--- src/rtl/alu_exec_unit.sv ---
// ALU execute unit: captures one command, computes a 32-bit result, then retires it
// through the register, memory and branch ports in that order before pulsing alu_done.
package alu_exec_pkg;
    typedef enum logic [3:0] {
        ADD          = 4'd0,
        SUBTRACT     = 4'd1,
        XOR          = 4'd2,
        OR           = 4'd3,
        AND          = 4'd4,
        SHIFT_LT_LOG = 4'd5,
        SHIFT_RT_LOG = 4'd6,
        SHIFT_RT_AR  = 4'd7
    } alu_op_code_t;
endpackage

module alu_exec_unit
    import alu_exec_pkg::*;
(
    input  logic         clk,
    input  logic         reset,
    input  alu_op_code_t alu_op_code,
    input  logic [31:0]  alu_input_A,
    input  logic [31:0]  alu_input_B,
    input  logic         alu_reg_out,
    input  logic [4:0]   alu_reg_addr,
    input  logic         alu_mem_out,
    input  logic [31:0]  alu_mem_addr,
    input  logic         alu_pc_jump,
    input  logic         alu_inputs_valid,
    output logic         alu_input_ack,
    output logic         alu_done,
    output logic [4:0]   reg_wr_addr,
    output logic [31:0]  reg_wr_data,
    output logic         reg_wr_valid,
    input  logic         reg_wr_ack,
    output logic [31:0]  mem_wr_addr,
    output logic [31:0]  mem_wr_data,
    output logic         mem_wr_valid,
    input  logic         mem_wr_ack,
    output logic [31:0]  alu_pc_branch_data,
    output logic         alu_pc_branch_data_valid,
    input  logic         alu_pc_branch_data_ack
);

    typedef enum logic [2:0] {
        IDLE   = 3'd0,
        EXEC   = 3'd1,
        WB_REG = 3'd2,
        WB_MEM = 3'd3,
        BRANCH = 3'd4,
        DONE   = 3'd5
    } state_t;

    state_t       state_q;
    alu_op_code_t op_q;
    logic [31:0]  a_q;
    logic [31:0]  b_q;
    logic         reg_en_q;
    logic         mem_en_q;
    logic         br_en_q;
    logic [4:0]   reg_addr_q;
    logic [31:0]  mem_addr_q;
    logic [31:0]  result_q;
    logic         ack_q;
    logic         done_q;
    logic         reg_valid_q;
    logic         mem_valid_q;
    logic         br_valid_q;

    state_t       exec_next_d;
    state_t       after_reg_d;
    state_t       after_mem_d;
    logic [31:0]  result_d;

    // First retirement stage still owed, given which stages remain enabled.
    function automatic state_t route(input logic do_reg, input logic do_mem, input logic do_br);
        state_t nxt;
        if (do_reg) begin
            nxt = WB_REG;
        end else if (do_mem) begin
            nxt = WB_MEM;
        end else if (do_br) begin
            nxt = BRANCH;
        end else begin
            nxt = DONE;
        end
        return nxt;
    endfunction

    function automatic logic [31:0] alu_calc(input alu_op_code_t op, input logic [31:0] a,
                                             input logic [31:0] b);
        logic [31:0] r;
        case (op)
            ADD:          r = a + b;
            SUBTRACT:     r = a - b;
            XOR:          r = a ^ b;
            OR:           r = a | b;
            AND:          r = a & b;
            SHIFT_LT_LOG: r = a << b[4:0];
            SHIFT_RT_LOG: r = a >> b[4:0];
            SHIFT_RT_AR:  r = $unsigned($signed(a) >>> b[4:0]);
            default:      r = 32'd0;
        endcase
        return r;
    endfunction

    // Result and successor stages are derived only from the latched command.
    always_comb begin
        result_d    = alu_calc(op_q, a_q, b_q);
        exec_next_d = route(reg_en_q, mem_en_q, br_en_q);
        after_reg_d = route(1'b0, mem_en_q, br_en_q);
        after_mem_d = route(1'b0, 1'b0, br_en_q);
    end

    // Command sequencer; every output is a register set on entry to its stage.
    always_ff @(posedge clk) begin
        if (!reset) begin
            state_q     <= IDLE;
            op_q        <= ADD;
            a_q         <= 32'd0;
            b_q         <= 32'd0;
            reg_en_q    <= 1'b0;
            mem_en_q    <= 1'b0;
            br_en_q     <= 1'b0;
            reg_addr_q  <= 5'd0;
            mem_addr_q  <= 32'd0;
            result_q    <= 32'd0;
            ack_q       <= 1'b0;
            done_q      <= 1'b0;
            reg_valid_q <= 1'b0;
            mem_valid_q <= 1'b0;
            br_valid_q  <= 1'b0;
        end else begin
            case (state_q)
                IDLE: begin
                    if (alu_inputs_valid) begin
                        op_q       <= alu_op_code;
                        a_q        <= alu_input_A;
                        b_q        <= alu_input_B;
                        // x0 is hardwired zero, so a write to it retires as no write at all
                        reg_en_q   <= alu_reg_out && (alu_reg_addr != 5'd0);
                        mem_en_q   <= alu_mem_out;
                        br_en_q    <= alu_pc_jump;
                        reg_addr_q <= alu_reg_addr;
                        mem_addr_q <= alu_mem_addr;
                        ack_q      <= 1'b1;
                        state_q    <= EXEC;
                    end else begin
                        ack_q      <= 1'b0;
                    end
                end
                EXEC: begin
                    ack_q       <= 1'b0;
                    result_q    <= result_d;
                    state_q     <= exec_next_d;
                    reg_valid_q <= (exec_next_d == WB_REG);
                    mem_valid_q <= (exec_next_d == WB_MEM);
                    br_valid_q  <= (exec_next_d == BRANCH);
                    done_q      <= (exec_next_d == DONE);
                end
                WB_REG: begin
                    if (reg_wr_ack) begin
                        reg_valid_q <= 1'b0;
                        state_q     <= after_reg_d;
                        mem_valid_q <= (after_reg_d == WB_MEM);
                        br_valid_q  <= (after_reg_d == BRANCH);
                        done_q      <= (after_reg_d == DONE);
                    end else begin
                        state_q     <= WB_REG;
                    end
                end
                WB_MEM: begin
                    if (mem_wr_ack) begin
                        mem_valid_q <= 1'b0;
                        state_q     <= after_mem_d;
                        br_valid_q  <= (after_mem_d == BRANCH);
                        done_q      <= (after_mem_d == DONE);
                    end else begin
                        state_q     <= WB_MEM;
                    end
                end
                BRANCH: begin
                    if (alu_pc_branch_data_ack) begin
                        br_valid_q <= 1'b0;
                        done_q     <= 1'b1;
                        state_q    <= DONE;
                    end else begin
                        state_q    <= BRANCH;
                    end
                end
                DONE: begin
                    done_q  <= 1'b0;
                    state_q <= IDLE;
                end
                default: begin
                    ack_q       <= 1'b0;
                    done_q      <= 1'b0;
                    reg_valid_q <= 1'b0;
                    mem_valid_q <= 1'b0;
                    br_valid_q  <= 1'b0;
                    state_q     <= IDLE;
                end
            endcase
        end
    end

    assign alu_input_ack            = ack_q;
    assign alu_done                 = done_q;
    assign reg_wr_addr              = reg_addr_q;
    assign reg_wr_data              = result_q;
    assign reg_wr_valid             = reg_valid_q;
    assign mem_wr_addr              = mem_addr_q;
    assign mem_wr_data              = result_q;
    assign mem_wr_valid             = mem_valid_q;
    assign alu_pc_branch_data       = result_q;
    assign alu_pc_branch_data_valid = br_valid_q;

endmodule

--- config.mk ---
export PLATFORM = sky130hd
export DESIGN_NAME = alu_exec_unit
export DESIGN_NICKNAME = d
export VERILOG_FILES = /design/src/rtl/alu_exec_unit.sv
export SDC_FILE = /design/constraint.sdc
export NUM_CORES = 1
export LEC_CHECK = 0
export ABC_AREA = 0
export CELL_PAD_IN_SITES_DETAIL_PLACEMENT = 0
export CELL_PAD_IN_SITES_GLOBAL_PLACEMENT = 2
export CORE_UTILIZATION = 31
export CTS_BUF_LIST = sky130_fd_sc_hd__clkbuf_8
export CTS_CLUSTER_SIZE = 12
export DETAILED_ROUTE_END_ITERATION = 16
export PLACE_DENSITY = 0.8
export SYNTH_ARGS = -nofsm -noshare
export SYNTH_HDL_FRONTEND = slang
export SYNTH_SLANG_ARGS = --single-unit
--- constraint.sdc ---
create_clock -name clk -period 5.69 [get_ports clk]
set_input_delay 0.8535 -clock clk [delete_from_list [all_inputs] [get_ports clk]]
set_output_delay 0.8535 -clock clk [all_outputs]
set_load 0.02 [all_outputs]
==> out/qor.txt, run 1 <==
P_int: 0.00262 W
Vias in the first global route: 13300
Nets: 2158
Max IR drop VDD: 363 uV
CTS tree: yes
Die width: 212 um
Clock Pin Slew Worst Setup and Hold Paths: 0.11 ns
Main flop type after synthesis: dfxtp_1
WP data required: 6.16 ns
IO buf count: 251
Final setup TNS: 0 ns
Initial core utilization: 31.6%
CP max FO: 18
Slew @ Worst Pin: 1.25 ns
Area Overhead vs Synth: 21.5%
Clock buffer depth: 2
RSZ-0062 raised after global routing: no
Post-route DRC: 0
Fmax: 217 MHz
Clk Latency, worst-skew pair: 0.57 ns
Post-synth top area cell: dfxtp_1
Die ar.: 44900 sq um
Outcome: completed
Final wirelength: 59300 um
Most common cell after layout, fill and taps aside: nand2_1
Drt pass-1 iters: 7
Max_slew headroom: 15.7%
Most frequent cells in the layout: nand2_1 (355), clkdlybuf4s50_1 (250), dfxtp_1 (143), nor2_1 (138), o21ai_0 (113)
# hold bufs at CTS: 0
Initial antenna violation count: 0
Worst min path class: flip-flop to flip-flop
Final min period: 4.60 ns
Setup crit end kind: flip-flop
Final HPWL DP: 45400 um
Die Height: 212 um
Clock buffer count from CTS: 17
CTS Sinks: 148
Syn Area/Cell: 7.41 sq um
Routed WL per cell: 23.3 um
Top cell type's share of synthesized area: 21.7%
Global route overflow: 0
Pwr/cell area: 296 nW/um^2
Post-route ant nets: 0
Sequential share of power: 28.1%
Netlist cell types: 76
Crit start category: flip-flop
Combinational power share: 52.3%
Crit path kind: flip-flop to flip-flop
Mapped Cells: 1844
Crit path DAT: 5.07 ns
Post-Syn Area: 13700 sq um
First-pass GRT wire length: 87600 um
Post-CTS Setup Bufs: 0
Num rows: 76
Sequential share of the synthesized area: 21.7%
Final setup fails: 0
Clock Skews: 0.0229 ns
Final Wtd Congestion: 0.968
Via density: 5.51
EDFF count, synth: 0
Max-Cap Viols: 0
Largest net degree at the start of global routing: 110
Leakage: 6.14 nW
Synth area leaders: dfxtp_1 (22%), nand2_1 (9.7%), ha_1 (8.9%)
Initial detailed-routing violation count: 1210
Core ar.: 43300 sq um
Share of layout cells above drive strength 1: 6.58%
Via count: 14000
Tcrit/Tclk final: 80.9%
Post-CTS Resized: 0
Pins Over Slew Limit: 0
H-tree levels: 4
Synth warn: 0
Seq cells post-synth: 148
Ports: 252
GRT Total Usage: 26.7%
Psw: 0.00229 W
Async set-reset flop share out of synthesis: 0%
Final hold violation count: 0
Switch share: 46.6%
Antenna fix cells: 0
Clock Root Buffer: clkbuf_8
Final Util: 38.4%
Syn_nets: 2056
Fraction of power consumed by the clock network: 19.6%
Yosys cell counts, types with 17 or more instances:
cell,count
nor3_1,23
nor2_1,138
o21ai_0,113
buf_2,17
nand2_1,355
mux2i_1,63
a21oi_1,109
clkbuf_1,96
xnor2_1,44
dfxtp_1,148
a211oi_1,19
mux4_2,29
ha_1,97
a21boi_0,111
a221oi_1,30
buf_4,68
a31oi_1,21
inv_1,76
nand3_1,18
o211ai_1,25
per-stage QoR:
stage,setup WS (ns),hold slack (ns),total power [W],cells,area [sq um]
2_1_floorplan,1.30,0.470,0.00300,1844,13700
5_1_grt,0.797,0.491,0.00520,2544,16600
4_1_cts,1.15,0.472,0.00492,2544,16600
3_3_place_gp,1.32,0.451,0.00393,2512,16200
3_5_place_dp,1.23,0.459,0.00393,2512,16200
6_report,1.09,0.468,0.00491,2544,16600
metal layers:
layer / wire [um] / vias to the layer above / global-route usage (%)
met5: 0 / - / 0
met4: 2310 / 0 / 11.4
met3: 4550 / 91 / 6.25
met2: 25500 / 597 / 40.0
met1: 27000 / 6680 / 36.3
li1: - / 6650 / -
worst paths after layout:
path | startpoint | to | slack [ns] | cells after the start
max | op_q[3] | alu_pc_branch_data[25] | 1.09 | 15
min | mem_wr_addr[30] | mem_wr_addr[30] | 0.47 | 2
min reg2reg | mem_wr_addr[30] | mem_wr_addr[30] | 0.47 | 2
max reg2reg | op_q[3] | alu_pc_branch_data[25] | 1.09 | 15
cell families after synthesis:
family                   count (synthesis)  share of synthesized area (%)
AND/OR/NAND/NOR                        626                           19.6
AO/OA/AOI/OAI                          534                           26.0
buffers and inverters                  277                           9.63
flip-flops                             148                           21.7
multiplexers                           105                           10.5
adder cells (fa/ha/maj)                 98                           9.03
XOR/XNOR                                56                           3.64
worst max-delay path: stages (launching register included):
cell      delay [ns]
dfxtp_1         0.48
nor3_2          0.26
buf_4           0.32
nand2_1         0.36
o21ai_0         0.43
inv_1           0.09
ha_1            0.27
nand2b_1        0.09
a21oi_1         0.12
o211ai_1        0.42
a31oi_1         0.15
o32ai_1         0.52
o21ai_0         0.26
a221oi_1        0.40
xor2_1          0.11
o31ai_1         0.20
power groups by stage:
stage                     clock network, W  logic (W)  registers, W
final                             0.000963    0.00257       0.00138
after global routing               0.00104    0.00276       0.00140
after CTS                          0.00100    0.00254       0.00138
after detailed placement                 0    0.00253       0.00140
after global placement                   0    0.00253       0.00140
after floorplan                          0    0.00163       0.00137
sequential cells by signal, summed over array words and instances, names as in the netlist:
name and count:
alu_pc_branch_data 32, mem_wr_addr 32, op_q 4, state_q 3
br_en_q 1, alu_done 1, mem_en_q 1, b_q 32
alu_pc_branch_data_valid 1, a_q 32, reg_wr_addr 5, alu_input_ack 1
reg_en_q 1, mem_wr_valid 1, reg_wr_valid 1
area by class of cell:
| type | instances | area [sq um] |
|---|---|---|
| Fill cell | 4554 | 26700 |
| Inverter | 80 | 300 |
| Clock buffer | 17 | 234 |
| Timing Repair Buffer | 280 | 2740 |
| Clock inverter | 15 | 211 |
| Tap cell | 585 | 732 |
| Multi-Input combinational cell | 1419 | 9410 |
| Sequential cell | 148 | 2970 |
Note: power is estimated with default switching activity, not from simulation.
==> inputs of run 2 (changes only) <==
--- a/config.mk
+++ b/config.mk
@@ -8,11 +8,11 @@
 export ABC_AREA = 0
 export CELL_PAD_IN_SITES_DETAIL_PLACEMENT = 0
 export CELL_PAD_IN_SITES_GLOBAL_PLACEMENT = 2
-export CORE_UTILIZATION = 31
+export CORE_UTILIZATION = 28
 export CTS_BUF_LIST = sky130_fd_sc_hd__clkbuf_8
 export CTS_CLUSTER_SIZE = 12
 export DETAILED_ROUTE_END_ITERATION = 16
-export PLACE_DENSITY = 0.8
+export PLACE_DENSITY = 0.76
 export SYNTH_ARGS = -nofsm -noshare
 export SYNTH_HDL_FRONTEND = slang
 export SYNTH_SLANG_ARGS = --single-unit
==> constraint.sdc (replaced) <==
create_clock -name clk -period 4.1 [get_ports clk]
set_input_delay 0.615 -clock clk [delete_from_list [all_inputs] [get_ports clk]]
set_output_delay 0.615 -clock clk [all_outputs]
set_load 0.02 [all_outputs]
==> run 2 against run 1 <==
Cell count up 3.7%. Largest power group unchanged. Critical path depth rose by 1. Sequential share of layout area down 0.55 points. Non-clock buffer count is 62 higher. Combinational power is 47% higher. Highest routed layer is now met5. Total power is 40% higher. Setup slack worse by 0.92 ns. Count of clock-buffer cells in the layout grew 1.
==> out/qor.txt, run 2 (synthesized netlist as in run 1, its figures left out) <==
Max-Cap Viols: 0
Core ar.: 47900 sq um
Clk Latency, worst-skew pair: 0.56 ns
Final Wtd Congestion: 0.965
Routed WL per cell: 22.8 um
CTS Sinks: 148
Final wirelength: 60300 um
R2R Setup Slk: 0.16 ns
Clock buffer depth: 2
Reg2Reg Depth: 16
Post-route ant nets: 0
Initial detailed-routing violation count: 1192
WP data required: 4.62 ns
Worst min path class: input pin to flip-flop
Outcome: completed
Crit path kind: flip-flop to flip-flop
Post-Layout Cell Count: 2637
Leakage: 6.43 nW
Post-route DRC: 0
Die width: 223 um
Clock Skews: 0.0141 ns
Drt pass-1 iters: 6
Initial antenna violation count: 3
Overall power: 0.00687 W
CP max FO: 5
Crit start category: flip-flop
Cells after DPL: 2603
Area Overhead vs Synth: 25.3%
Largest net degree at the start of global routing: 108
Crit path DAT: 4.45 ns
Final hold violation count: 0
Hold Crit Depth: 2
Setup crit end kind: flip-flop
Most common cell after layout, fill and taps aside: nand2_1
Final min period: 3.94 ns
Via density: 5.45
CTS tree: yes
Via count: 14400
Clock buffer count from CTS: 17
GRT Total Usage: 24.3%
First-pass GRT wire length: 90100 um
Final setup fails: 0
Clock Pin Slew Worst Setup and Hold Paths: 0.10 ns
Initial core utilization: 28.5%
Global route overflow: 0
Die ar.: 49700 sq um
Hold_sp: reset
Ports: 252
Max IR drop VDD: 240 uV
Vias in the first global route: 13800
Max_slew headroom: 34.1%
Pins Over Slew Limit: 0
Final HPWL DP: 46700 um
Share of layout cells above drive strength 1: 9.65%
H-tree levels: 4
Die Height: 223 um
# hold bufs at CTS: 0
RR Startpoint: b_q[1]
Pwr/cell area: 401 nW/um^2
IO buf count: 251
Nets: 2220
Num rows: 80
Fmax: 254 MHz
Most frequent cells in the layout: nand2_1 (355), clkdlybuf4s50_1 (250), dfxtp_1 (143), nor2_1 (138)
Final Util: 35.7%
Clock Root Buffer: clkbuf_8
Terminus of the critical flop-to-flop path: alu_pc_branch_data[26]
Slew @ Worst Pin: 0.988 ns
Hold Path Sink: b_q[30]
Tcrit/Tclk final: 96.0%
==> run 2: critical path, stage by stage (launching register included) <==
cell and delay, ns:
dfxtp_4 0.37, nor4_1 0.33, buf_4 0.18, and2_1 0.22, nand2_1 0.11, o41ai_1 0.39
xnor2_1 0.22, ha_1 0.30, buf_4 0.16, a21oi_1 0.22, o21ai_0 0.17, nand2_1 0.14
a22oi_1 0.13, or3b_1 0.38, and3_1 0.17, nor3_1 0.18, o221a_2 0.21
==> run 2: metal layers <==
| metal | GRT usage (%) | up-vias | routed length (um) |
|---|---|---|---|
| met5 | 0 | - | 14 |
| met1 | 32.7 | 6788 | 26400 |
| li1 | - | 6792 | - |
| met4 | 10.9 | 2 | 2420 |
| met2 | 36.9 | 694 | 26100 |
| met3 | 5.72 | 108 | 5350 |
==> run 2: power breakdown <==
part	internal (W)	leakage (nW)	switching (W)	total, W
Combinational	0.00153	5.01	0.00226	0.00379
Sequential	0.00160	1.21	0.000241	0.00185
Clock	0.000524	0.207	0.000715	0.00124
Total	0.00366	6.43	0.00321	0.00687
==> run 2: repair_timing <==
action                     CTS  global route
buffers inserted             0             1
resized for setup            0             9
setup endpoints to repair    0             6
hold endpoints to repair     0             0
==> run 2: worst max path at each step <==
stage,slack (ns),start,depth (start not counted),endpoint
floorplan,-0.06,b_q[0],19,alu_pc_branch_data[29]
global placement,0.20,b_q[17],14,alu_pc_branch_data[31]
detailed placement,0.18,op_q[3],16,alu_pc_branch_data[25]
CTS,0.14,op_q[3],16,alu_pc_branch_data[25]
global route,-0.12,b_q[1],16,alu_pc_branch_data[30]
finish,0.16,b_q[1],16,alu_pc_branch_data[26]
==> run 2: layout make-up <==
type,instances,area [sq um]
tap,615,769
clock buffer,18,248
antenna,1,2.50
sequential,148,2970
timing repair buffer,342,3230
multi-input combinational,1419,9450
clock inverter,14,166
fill,5049,30800
inverter,80,300
==> run 2: per-stage QoR <==
step | setup TNS, ns | setup slack [ns] | area (sq um) | hold slack, ns
finish | 0 | 0.163 | 17100 | 0.423
global route | -0.302 | -0.116 | 17100 | 0.378
CTS | 0 | 0.139 | 17100 | 0.354
detailed placement | 0 | 0.177 | 16700 | 0.459
global placement | 0 | 0.198 | 16700 | 0.452
floorplan | -0.0615 | -0.0615 | 13700 | 0.470
==> inputs of run 3 (changes only) <==
--- a/config.mk
+++ b/config.mk
@@ -16,3 +16,4 @@
 export SYNTH_ARGS = -nofsm -noshare
 export SYNTH_HDL_FRONTEND = slang
 export SYNTH_SLANG_ARGS = --single-unit
+export TNS_END_PERCENT = 30
==> results of run 3 <==
No change in the layout: final DEF, timing and power equal those of run 2.
